===== src/rtl/spi_bridge_pkg.sv =====
// Shared SPI<->AHB bridge definitions: FSM state encoding and default sizing,
// used by both the RX drain controller and the TX-side controller.
package spi_bridge_pkg;

    localparam int unsigned SPI_DATA_WIDTH  = 32;
    localparam int unsigned SPI_CNT_W       = 16;
    localparam int unsigned SPI_TIMEOUT_CYC = 256;
    localparam int unsigned SPI_STATE_W     = 3;

    typedef enum logic [SPI_STATE_W-1:0] {
        ST_IDLE  = 3'd0,
        ST_FETCH = 3'd1,
        ST_LOAD  = 3'd2,
        ST_HOLD  = 3'd3,
        ST_FLUSH = 3'd4
    } spi_state_e;

endpackage


===== src/rtl/spi_rx_timeout_cnt.sv =====
// Unacked-hold watchdog: counts HOLD cycles without an ack and raises a sticky flag.
// Only built with RX_TIMEOUT_EN defined.
`ifdef RX_TIMEOUT_EN
module spi_rx_timeout_cnt
    import spi_bridge_pkg::*;
#(
    parameter int unsigned TIMEOUT_CYC = SPI_TIMEOUT_CYC
) (
    input  logic clk,
    input  logic rst_n,
    input  logic hold,
    input  logic ack,
    input  logic flush,
    output logic timeout
);

    localparam int unsigned TMO_W = (TIMEOUT_CYC > 1) ? $clog2(TIMEOUT_CYC) : 1;
    localparam logic [TMO_W-1:0] TMO_LAST = TMO_W'(TIMEOUT_CYC - 1);

    logic [TMO_W-1:0] tmo_cnt;
    logic             clr_c;
    logic             idle_hold_c;

    assign clr_c       = flush | (hold & ack);
    assign idle_hold_c = hold & ~ack & ~flush;

    // Counter parks at its last value once the flag is set, so the flag stays sticky
    always_ff @(posedge clk or negedge rst_n) begin
        if (!rst_n) begin
            tmo_cnt <= '0;
            timeout <= 1'b0;
        end else if (clr_c) begin
            tmo_cnt <= '0;
            timeout <= 1'b0;
        end else if (idle_hold_c) begin
            if (tmo_cnt == TMO_LAST) begin
                timeout <= 1'b1;
            end else begin
                tmo_cnt <= tmo_cnt + TMO_W'(1);
            end
        end
    end

endmodule
`endif


===== src/rtl/spi_rx_drain_ctrl.sv =====
// HCLK-side drain controller for the SPI->AHB RX FIFO: pops one word at a time into a
// holding register with valid/ack delivery, counts delivered words, flush and IRQ.
// Optional unacked-hold watchdog enabled by defining RX_TIMEOUT_EN.
module spi_rx_drain_ctrl
    import spi_bridge_pkg::*;
#(
    parameter int unsigned DATA_WIDTH  = SPI_DATA_WIDTH,
    parameter int unsigned CNT_W       = SPI_CNT_W
`ifdef RX_TIMEOUT_EN
    ,
    parameter int unsigned TIMEOUT_CYC = SPI_TIMEOUT_CYC
`endif
) (
    input  logic                  HCLK,
    input  logic                  HRESETn,
    input  logic                  ctrl_en,
    input  logic                  flush,
    input  logic                  irq_en,
    input  logic                  fifo_empty,
    output logic                  fifo_rd_en,
    input  logic [DATA_WIDTH-1:0] fifo_rd_data,
    output logic [DATA_WIDTH-1:0] rx_data,
    output logic                  rx_valid,
    input  logic                  rx_ack,
    output logic [CNT_W-1:0]      rx_count,
    output logic                  rx_timeout,
    output logic                  rx_irq
);

    spi_state_e state_q;
    spi_state_e state_d;
    logic       flush_seen_q;
    logic       load_c;
    logic       valid_set_c;
    logic       deliver_c;
    logic       drop_c;

    // State register
    always_ff @(posedge HCLK or negedge HRESETn) begin
        if (!HRESETn) begin
            state_q <= ST_IDLE;
        end else begin
            state_q <= state_d;
        end
    end

    // Next-state logic
    always_comb begin
        state_d = state_q;
        case (state_q)
            ST_IDLE: begin
                if (flush) begin
                    state_d = ST_FLUSH;
                end else if (ctrl_en && !fifo_empty) begin
                    state_d = ST_FETCH;
                end
            end
            ST_FETCH: state_d = ST_LOAD;
            ST_LOAD:  state_d = (flush || flush_seen_q) ? ST_FLUSH : ST_HOLD;
            ST_HOLD: begin
                if (flush) begin
                    state_d = ST_FLUSH;
                end else if (rx_ack) begin
                    state_d = (ctrl_en && !fifo_empty) ? ST_FETCH : ST_IDLE;
                end
            end
            ST_FLUSH: begin
                if (fifo_empty && !flush) begin
                    state_d = ST_IDLE;
                end
            end
            default: state_d = ST_IDLE;
        endcase
    end

    // State-decoded strobes; flush beats a same-cycle ack in HOLD
    always_comb begin
        fifo_rd_en  = 1'b0;
        load_c      = 1'b0;
        valid_set_c = 1'b0;
        deliver_c   = 1'b0;
        drop_c      = 1'b0;
        case (state_q)
            ST_FETCH: fifo_rd_en = 1'b1;
            ST_LOAD: begin
                load_c      = 1'b1;
                valid_set_c = ~(flush | flush_seen_q);
            end
            ST_HOLD: begin
                drop_c    = flush;
                deliver_c = rx_ack & ~flush;
            end
            ST_FLUSH: begin
                fifo_rd_en = ~fifo_empty;
                drop_c     = 1'b1;
            end
            default: ;
        endcase
    end

    // Holding register, valid flag and delivered-word counter
    always_ff @(posedge HCLK or negedge HRESETn) begin
        if (!HRESETn) begin
            flush_seen_q <= 1'b0;
            rx_data      <= '0;
            rx_valid     <= 1'b0;
            rx_count     <= '0;
        end else begin
            flush_seen_q <= (state_q == ST_FETCH) && flush;
            if (load_c) begin
                rx_data <= fifo_rd_data;
            end
            if (valid_set_c) begin
                rx_valid <= 1'b1;
            end else if (deliver_c || drop_c) begin
                rx_valid <= 1'b0;
            end
            if (deliver_c) begin
                rx_count <= rx_count + CNT_W'(1);
            end
        end
    end

`ifdef RX_TIMEOUT_EN
    spi_rx_timeout_cnt #(
        .TIMEOUT_CYC (TIMEOUT_CYC)
    ) u_timeout (
        .clk     (HCLK),
        .rst_n   (HRESETn),
        .hold    (state_q == ST_HOLD),
        .ack     (rx_ack),
        .flush   (flush),
        .timeout (rx_timeout)
    );
`else
    assign rx_timeout = 1'b0;
`endif

    assign rx_irq = irq_en & (rx_valid | rx_timeout);

endmodule


===== config.mk =====
export PLATFORM = sky130hd
export DESIGN_NAME = spi_rx_drain_ctrl
export DESIGN_NICKNAME = d
export VERILOG_FILES = /design/src/rtl/spi_bridge_pkg.sv /design/src/rtl/spi_rx_timeout_cnt.sv /design/src/rtl/spi_rx_drain_ctrl.sv
export SDC_FILE = /design/constraint.sdc
export NUM_CORES = 1
export LEC_CHECK = 0
export CAP_MARGIN = 10
export CORE_MARGIN = 2
export CORE_UTILIZATION = 43
export DETAILED_ROUTE_END_ITERATION = 10
export PLACE_DENSITY_LB_ADDON = 0.15
export SETUP_SLACK_MARGIN = 0.02
export SYNTH_ARGS = -nofsm -noshare
export SYNTH_HDL_FRONTEND = slang
export SYNTH_HIERARCHICAL = 1
export SYNTH_SLANG_ARGS = --single-unit

===== constraint.sdc =====
create_clock -name HCLK -period 2.25 [get_ports HCLK]
set_clock_uncertainty 0.05 [all_clocks]
set_input_delay 0.45 -clock HCLK [delete_from_list [all_inputs] [get_ports HCLK]]
set_output_delay 0.45 -clock HCLK [all_outputs]
set_load 0.005 [all_outputs]

==> reports/metrics.csv, run 1 <==
metric;value;unit
synth_common_cells;dfrtp_1, mux2_2, nand2_1;
hp-class;input port to asynchronous set/reset pin;
outcome;completed;
root_buffer;clkbuf_8;
drt-initial-drc-count;36;
ys_ff_latch;53;
synth_compound_area_share;2.50;%
drv_slew;0;
p_total;2730;uW
grt_overflow;0;
grt_pass1_vias;1700;
cp_max_fo;1;
grt_usage;17.6;%
cts_hold_buf;0;
synth_edf_count;0;
seq_area_frac_synth;58.9;%
vias;1648;
powerDensity;807;mW/mm2
synth-xor-area-share;6.16;%
critPathArrivalTime;1.51;ns
htreeDepth;2;
antenna_cells;0;
num_rows;26;
nFillCells;407;
ir_worst_vdd;599;uV
dp_hpwl;3.64;mm
grt_pass1_wl;8.20;mm
yosys.area.top_type;dfrtp_1;
fin_setup_tns;0;ns
remaining_drc_errors;0;
critPathLaunchType;input port;
fmax;498;MHz
final-hold-violation-count;0;
maxCapViolCount;0;
via_per_inst;4.88;
placed_area;0.00324;mm2
antenna_left;0;
drt-wirelength-per-cell;13.9;um
netlist_instances;170;
synth_area;0.00225;mm2
finalSetupViolCount;0;
synthSimpleGateAreaFrac;12.9;%
syn_to_final_growth;50.0;%
crit_type;input port to output port;
rsz0062_at_grt;no;
drive_gt1_share;22.4;%
finalNetCount;307;
dieArea;0.00584;mm2
fp.coreArea;0.00507;mm2
io_pins;91;
clk_pin_slew;0.09;ns
antenna_found_initial;0;
first_pass_iters;4;
gp_congestion;0.824;
yosys.cell_count.top_type;dfrtp_1;
grt_max_degree;34;
clock_latency;0.30;ns
fin_area;0.00338;mm2
muxShareOfSynthArea;16.5;%
cts-buffers-inserted;5;
yosys_warnings;6;
clock_sink_count;53;
drt_wl_total;4.70;mm
period_needed;2.01;ns
critPathCaptureType;output port;
avgSynthCellArea;13.3;um2
initial_core_util;44.4;%
p_leak;0.00145;uW
cts_tree;done;
synthAdderAreaFrac;0.555;%
synth_top_family_by_area;multiplexers;
synthArstFlopShare;100;%
die_h;76.4;um
synth.net_count;210;
yosysTopAreaCellShare;58.9;%
clockBufferDepth;2;
synth.distinct_cells;35;
die_w;76.4;um
post-route-period-util;89.3;%
critPathRequiredTime;1.75;ns
io_buffers;89;
yosys_most_used_dff;dfrtp_1;
synth_area_leaders;dfrtp_1, mux2_2, xnor2_1;
## per-stage QoR
stage | setup slack, ns | util, % | hold slack, ns | instances
floorplan | 0.557 | - | 0.104 | 170
global placement | 0.0960 | 63.9 | 0.388 | 328
finish | 0.241 | 66.6 | 0.0415 | 338
detailed placement | 0.0718 | 63.9 | 0.387 | 328
global route | 0.198 | 66.6 | 0.0616 | 338
CTS | 0.0329 | 66.5 | 0.0466 | 338
## cells in the final DEF, fill, tap and decap left out, types with 2 or more instances in the layout
| master | n |
|---|---|
| nor2b_1 | 2 |
| nor2_1 | 7 |
| nand3_1 | 3 |
| and3_1 | 2 |
| dfrtp_2 | 2 |
| nand4_1 | 6 |
| buf_4 | 7 |
| clkbuf_8 | 6 |
| mux2_2 | 33 |
| xor2_1 | 3 |
| clkdlybuf4s50_1 | 87 |
| a21oi_1 | 4 |
| inv_1 | 2 |
| nand2_1 | 12 |
| nor3_1 | 4 |
| dfrtp_1 | 51 |
| or3_4 | 2 |
| nand2b_1 | 2 |
| xnor2_1 | 11 |
## per-layer routing
metal | up-vias | GRT usage, % | routed length [um]
met1 | 793 | 21.7 | 1960
met3 | 8 | 6.75 | 389
met2 | 64 | 28.1 | 2260
met5 | - | 0 | 0
met4 | 0 | 6.18 | 91
li1 | 783 | - | -
## sequential cells by signal (all words and copies together), names as in the netlist
signal        flops
rx_count         16
flush_seen_q      1
state_q           3
rx_data          32
rx_valid          1
## power by group
part	leakage [uW]	switching, uW	internal (uW)
Sequential	0.000681	113	1170
Combinational	0.000711	213	575
Clock	0.0000585	298	363
## path summary, 6_finish.rpt
kind / from / endpoint / slack [ns] / cells past startpoint
min in group HCLK: rx_count[15] / rx_count[15] / 0.44 / 1
max: irq_en / rx_irq / 0.24 / 3
max reg2reg: state_q[1] / rx_count[11] / 0.42 / 4
min: HRESETn / rx_data[6] / 0.04 / 1
max in group asynchronous: HRESETn / state_q[0] / 1.55 / 2
min reg2reg: rx_count[15] / rx_count[15] / 0.44 / 1
## logic make-up (layout without fill, tap and decap cells)
logic type	count (synthesis)	after routing
xor+xnor	15	15
simple gates	49	49
mux	33	33
compound gates	9	9
fa+ha+maj	1	1
buf+inv	9	107
flops	53	53
other cells	1	1
## cell type report
type                       count  area, um2  share of cell area (%)
clock buffer                   7       86.3                    2.55
clock inverter                 1       30.0                   0.888
inverter                       2       7.51                   0.222
multi-input combinational    108        880                    26.0
sequential                    53       1330                    39.3
tap                           70       87.6                    2.59
timing repair buffer          97        961                    28.4
## critical path: stages
cell             delay [ns]
clkdlybuf4s50_1        0.45
and2_1                 0.11
clkdlybuf4s50_1        0.50
## timing repair
action | 4_1_cts | 5_1_grt
gates resized for setup | 1 | 2
endpoints found under the setup margin | 1 | 1
pin swaps | 0 | 0
buffers inserted | 2 | 0
Note: power is estimated with default switching activity, not from simulation.
==> run 2, diff against run 1 <==
--- a/config.mk
+++ b/config.mk
@@ -8,10 +8,10 @@
 export CAP_MARGIN = 10
 export CORE_MARGIN = 2
 export CORE_UTILIZATION = 43
+export CTS_CLUSTER_DIAMETER = 60
 export DETAILED_ROUTE_END_ITERATION = 10
 export PLACE_DENSITY_LB_ADDON = 0.15
 export SETUP_SLACK_MARGIN = 0.02
 export SYNTH_ARGS = -nofsm -noshare
 export SYNTH_HDL_FRONTEND = slang
-export SYNTH_HIERARCHICAL = 1
 export SYNTH_SLANG_ARGS = --single-unit
==> results of run 2 <==
Final layout, timing and power as in run 1 (identical DEF).
Among the figures that moved: Yosys warning count 6 -> 0
==> run 3, diff against run 2 <==
--- a/config.mk
+++ b/config.mk
@@ -7,11 +7,11 @@
 export LEC_CHECK = 0
 export CAP_MARGIN = 10
 export CORE_MARGIN = 2
-export CORE_UTILIZATION = 43
+export CORE_UTILIZATION = 39
 export CTS_CLUSTER_DIAMETER = 60
 export DETAILED_ROUTE_END_ITERATION = 10
 export PLACE_DENSITY_LB_ADDON = 0.15
-export SETUP_SLACK_MARGIN = 0.02
+export SETUP_SLACK_MARGIN = 0.15
 export SYNTH_ARGS = -nofsm -noshare
 export SYNTH_HDL_FRONTEND = slang
 export SYNTH_SLANG_ARGS = --single-unit
==> constraint.sdc (replaced) <==
create_clock -name HCLK -period 1.8 [get_ports HCLK]
set_clock_uncertainty 0.05 [all_clocks]
set_input_delay 0.36 -clock HCLK [delete_from_list [all_inputs] [get_ports HCLK]]
set_output_delay 0.36 -clock HCLK [all_outputs]
set_load 0.005 [all_outputs]
==> run 3 against run 2 <==
Effect of this change:
- synthesized cell count unchanged
- sequential share of layout area decreased by 2.6 points
- clock-buffer cell count unchanged
- sequential cell count unchanged
- first-iteration DRC count increased by 14%
- combinational power increased by 28%
- area after synthesis unchanged
- largest cell class unchanged
==> reports/metrics.csv, run 3 <==
metric;value;unit
crit_type;flip-flop to flip-flop;
grt_pass1_vias;1703;
clockBufferDepth;2;
final-hold-violation-count;0;
netlist_instances;170;
initial_core_util;40.7;%
yosys.area.top_type;dfrtp_1;
antenna_left;0;
synth.net_count;210;
critPathArrivalTime;1.81;ns
p_switching;769;uW
synth_edf_count;0;
synthSimpleGateAreaFrac;12.9;%
cpMaxStageDelayCell;dfrtp_1;
die_w;80.0;um
synth_top_family_by_area;multiplexers;
fp.coreArea;0.00554;mm2
sw_frac_of_total;23.6;%
outcome;completed;
num_rows;27;
finalNetCount;337;
yosys_most_used_dff;dfrtp_1;
dp_hpwl;3.48;mm
largest_reg_flops;32;
antenna_found_initial;0;
grt_usage;16.4;%
timing.rr.start;state_q[0];
finalSetupViolCount;0;
critPathCaptureType;flip-flop;
path_cells;buf_6 -> buf_4 -> nor3b_4 -> buf_12 -> mux2_2;
fin_setup_tns;0;ns
layout_common_cells;clkdlybuf4s50_1, dfrtp_1, mux2_2, buf_4;
first_pass_iters;4;
gp_congestion;0.769;
drt_wl_total;5.02;mm
grt_overflow;0;
syn_to_final_growth;60.5;%
crit_path_start;state_q[0];
top_regs;rx_data (32), rx_count (16), state_q (3);
critPathRequiredTime;1.94;ns
seq_area_frac_synth;58.9;%
cp_max_fo;33;
clk_pin_slew;0.09;ns
hp-start;flush;
hp-class;input port to flip-flop;
dieArea;0.00640;mm2
power.share.sequential;48.7;%
ir_worst_vdd;550;uV
drive_gt1_share;31.0;%
nFillCells;454;
synth_area_leaders;dfrtp_1, mux2_2, xnor2_1;
clock_latency;0.30;ns
yosysTopAreaCellShare;58.9;%
synth.distinct_cells;35;
synth_compound_area_share;2.50;%
io_buffers;89;
internal_power;2490;uW
cts_tree;done;
antenna_cells;0;
clock_sink_count;53;
muxShareOfSynthArea;16.5;%
yosys.cell_count.top_type;dfrtp_1;
synthAdderAreaFrac;0.555;%
remaining_drc_errors;0;
cts-buffers-inserted;5;
htreeDepth;2;
drt-initial-drc-count;41;
drt-wirelength-per-cell;13.6;um
die_h;80.0;um
synth-xor-area-share;6.16;%
via_per_inst;4.76;
final_common_cell;clkdlybuf4s50_1;
utilization;65.3;%
vias;1755;
powerDensity;902;mW/mm2
avgSynthCellArea;13.3;um2
synth_common_cells;dfrtp_1, mux2_2, nand2_1;
period_needed;1.67;ns
synthArstFlopShare;100;%
synth_area;0.00225;mm2
io_pins;91;
drv_slew;0;
p_leak;0.00166;uW
combPwrFrac;30.8;%
maxCapViolCount;0;
dp.cells;343;
ys_ff_latch;53;
fmax;599;MHz
critPathLaunchType;flip-flop;
post-route-period-util;92.7;%
stdcell_count;369;
root_buffer;clkbuf_8;
yosys_warnings;0;
grt_max_degree;54;
largest-register;rx_data;
critPathMaxStageDelay;0.40;ns
pwr-share-clk;20.4;%
grt_pass1_wl;8.09;mm
rsz0062_at_grt;yes;
[run 3: worst paths after layout]
| path | end | slack [ns] | depth (start not counted) |
|---|---|---|---|
| worst min register to register | rx_count[15] | 0.43 | 1 |
| worst max register to register | rx_data[25] | 0.13 | 5 |
| max in group asynchronous | rx_count[6] | 0.91 | 3 |
| worst min-delay path | state_q[2] | 0.41 | 4 |
| min in group asynchronous | rx_count[9] | 0.53 | 3 |
| worst max-delay path | rx_data[25] | 0.13 | 5 |
[run 3: area by class of cell]
class	instances	area, um2	area share (%)
flip-flops and latches	53	1330	36.7
repair buffers	127	1200	33.3
multi-input cells	108	901	24.9
well taps	72	90.1	2.49
clock buffers	7	86.3	2.39
inverters	2	7.51	0.208
[run 3: timing repair]
action | CTS | global route
pin swaps | 2 | 5
hold buffers | 1 | 0
setup buffers | 6 | 12
endpoints found under the hold margin | 12 | 0
gates cloned | 0 | 0
setup endpoints to repair | 12 | 47
resized for setup | 11 | 10
[run 3: kinds of logic after synthesis]
logic type	count (synthesis)
AOI/OAI and AO/OA	9
xor gates and xnor gates	15
adders and majority gates	1
buffers and inverters	9
DFF	53
muxes	33
other	1
and+or+nand+nor	49
[run 3: power by group through the flow]
stage                     registers (uW)  clock network (uW)  logic, uW
after floorplan                     1630                   0        271
after global placement              1600                   0       1010
after detailed placement            1610                   0       1010
after CTS                           1590                 690       1020
after global routing                1630                 752       1090
final                               1590                 667       1010
[run 3: worst max-delay path: cells and delay by family (launching register included)]
kind	cells	cell delay (ns)
buffers and inverters	3	0.51
flip-flops	1	0.40
multiplexers	1	0.36
AND/OR/NAND/NOR	1	0.22
[run 3: layer usage]
layer  vias up  wire length, um  global-route usage (%)
met5         -                0                       0
met4         0               54                    4.58
met3         6              491                    7.13
met2        69             2400                    25.3
met1       837             2080                    21.1
li1        843                -                       -
[run 3: per-stage QoR]
step | cell area [um2] | power [uW] | hold slack (ns) | setup WS (ns)
5_1_grt | 3620 | 3470 | 0.435 | 0.0501
3_5_place_dp | 3360 | 2630 | 0.326 | -0.232
4_1_cts | 3510 | 3310 | 0.437 | 0.0450
6_report | 3620 | 3260 | 0.409 | 0.131
2_1_floorplan | 2250 | 1900 | 0.0144 | 0.143
3_3_place_gp | 3360 | 2610 | 0.330 | -0.226
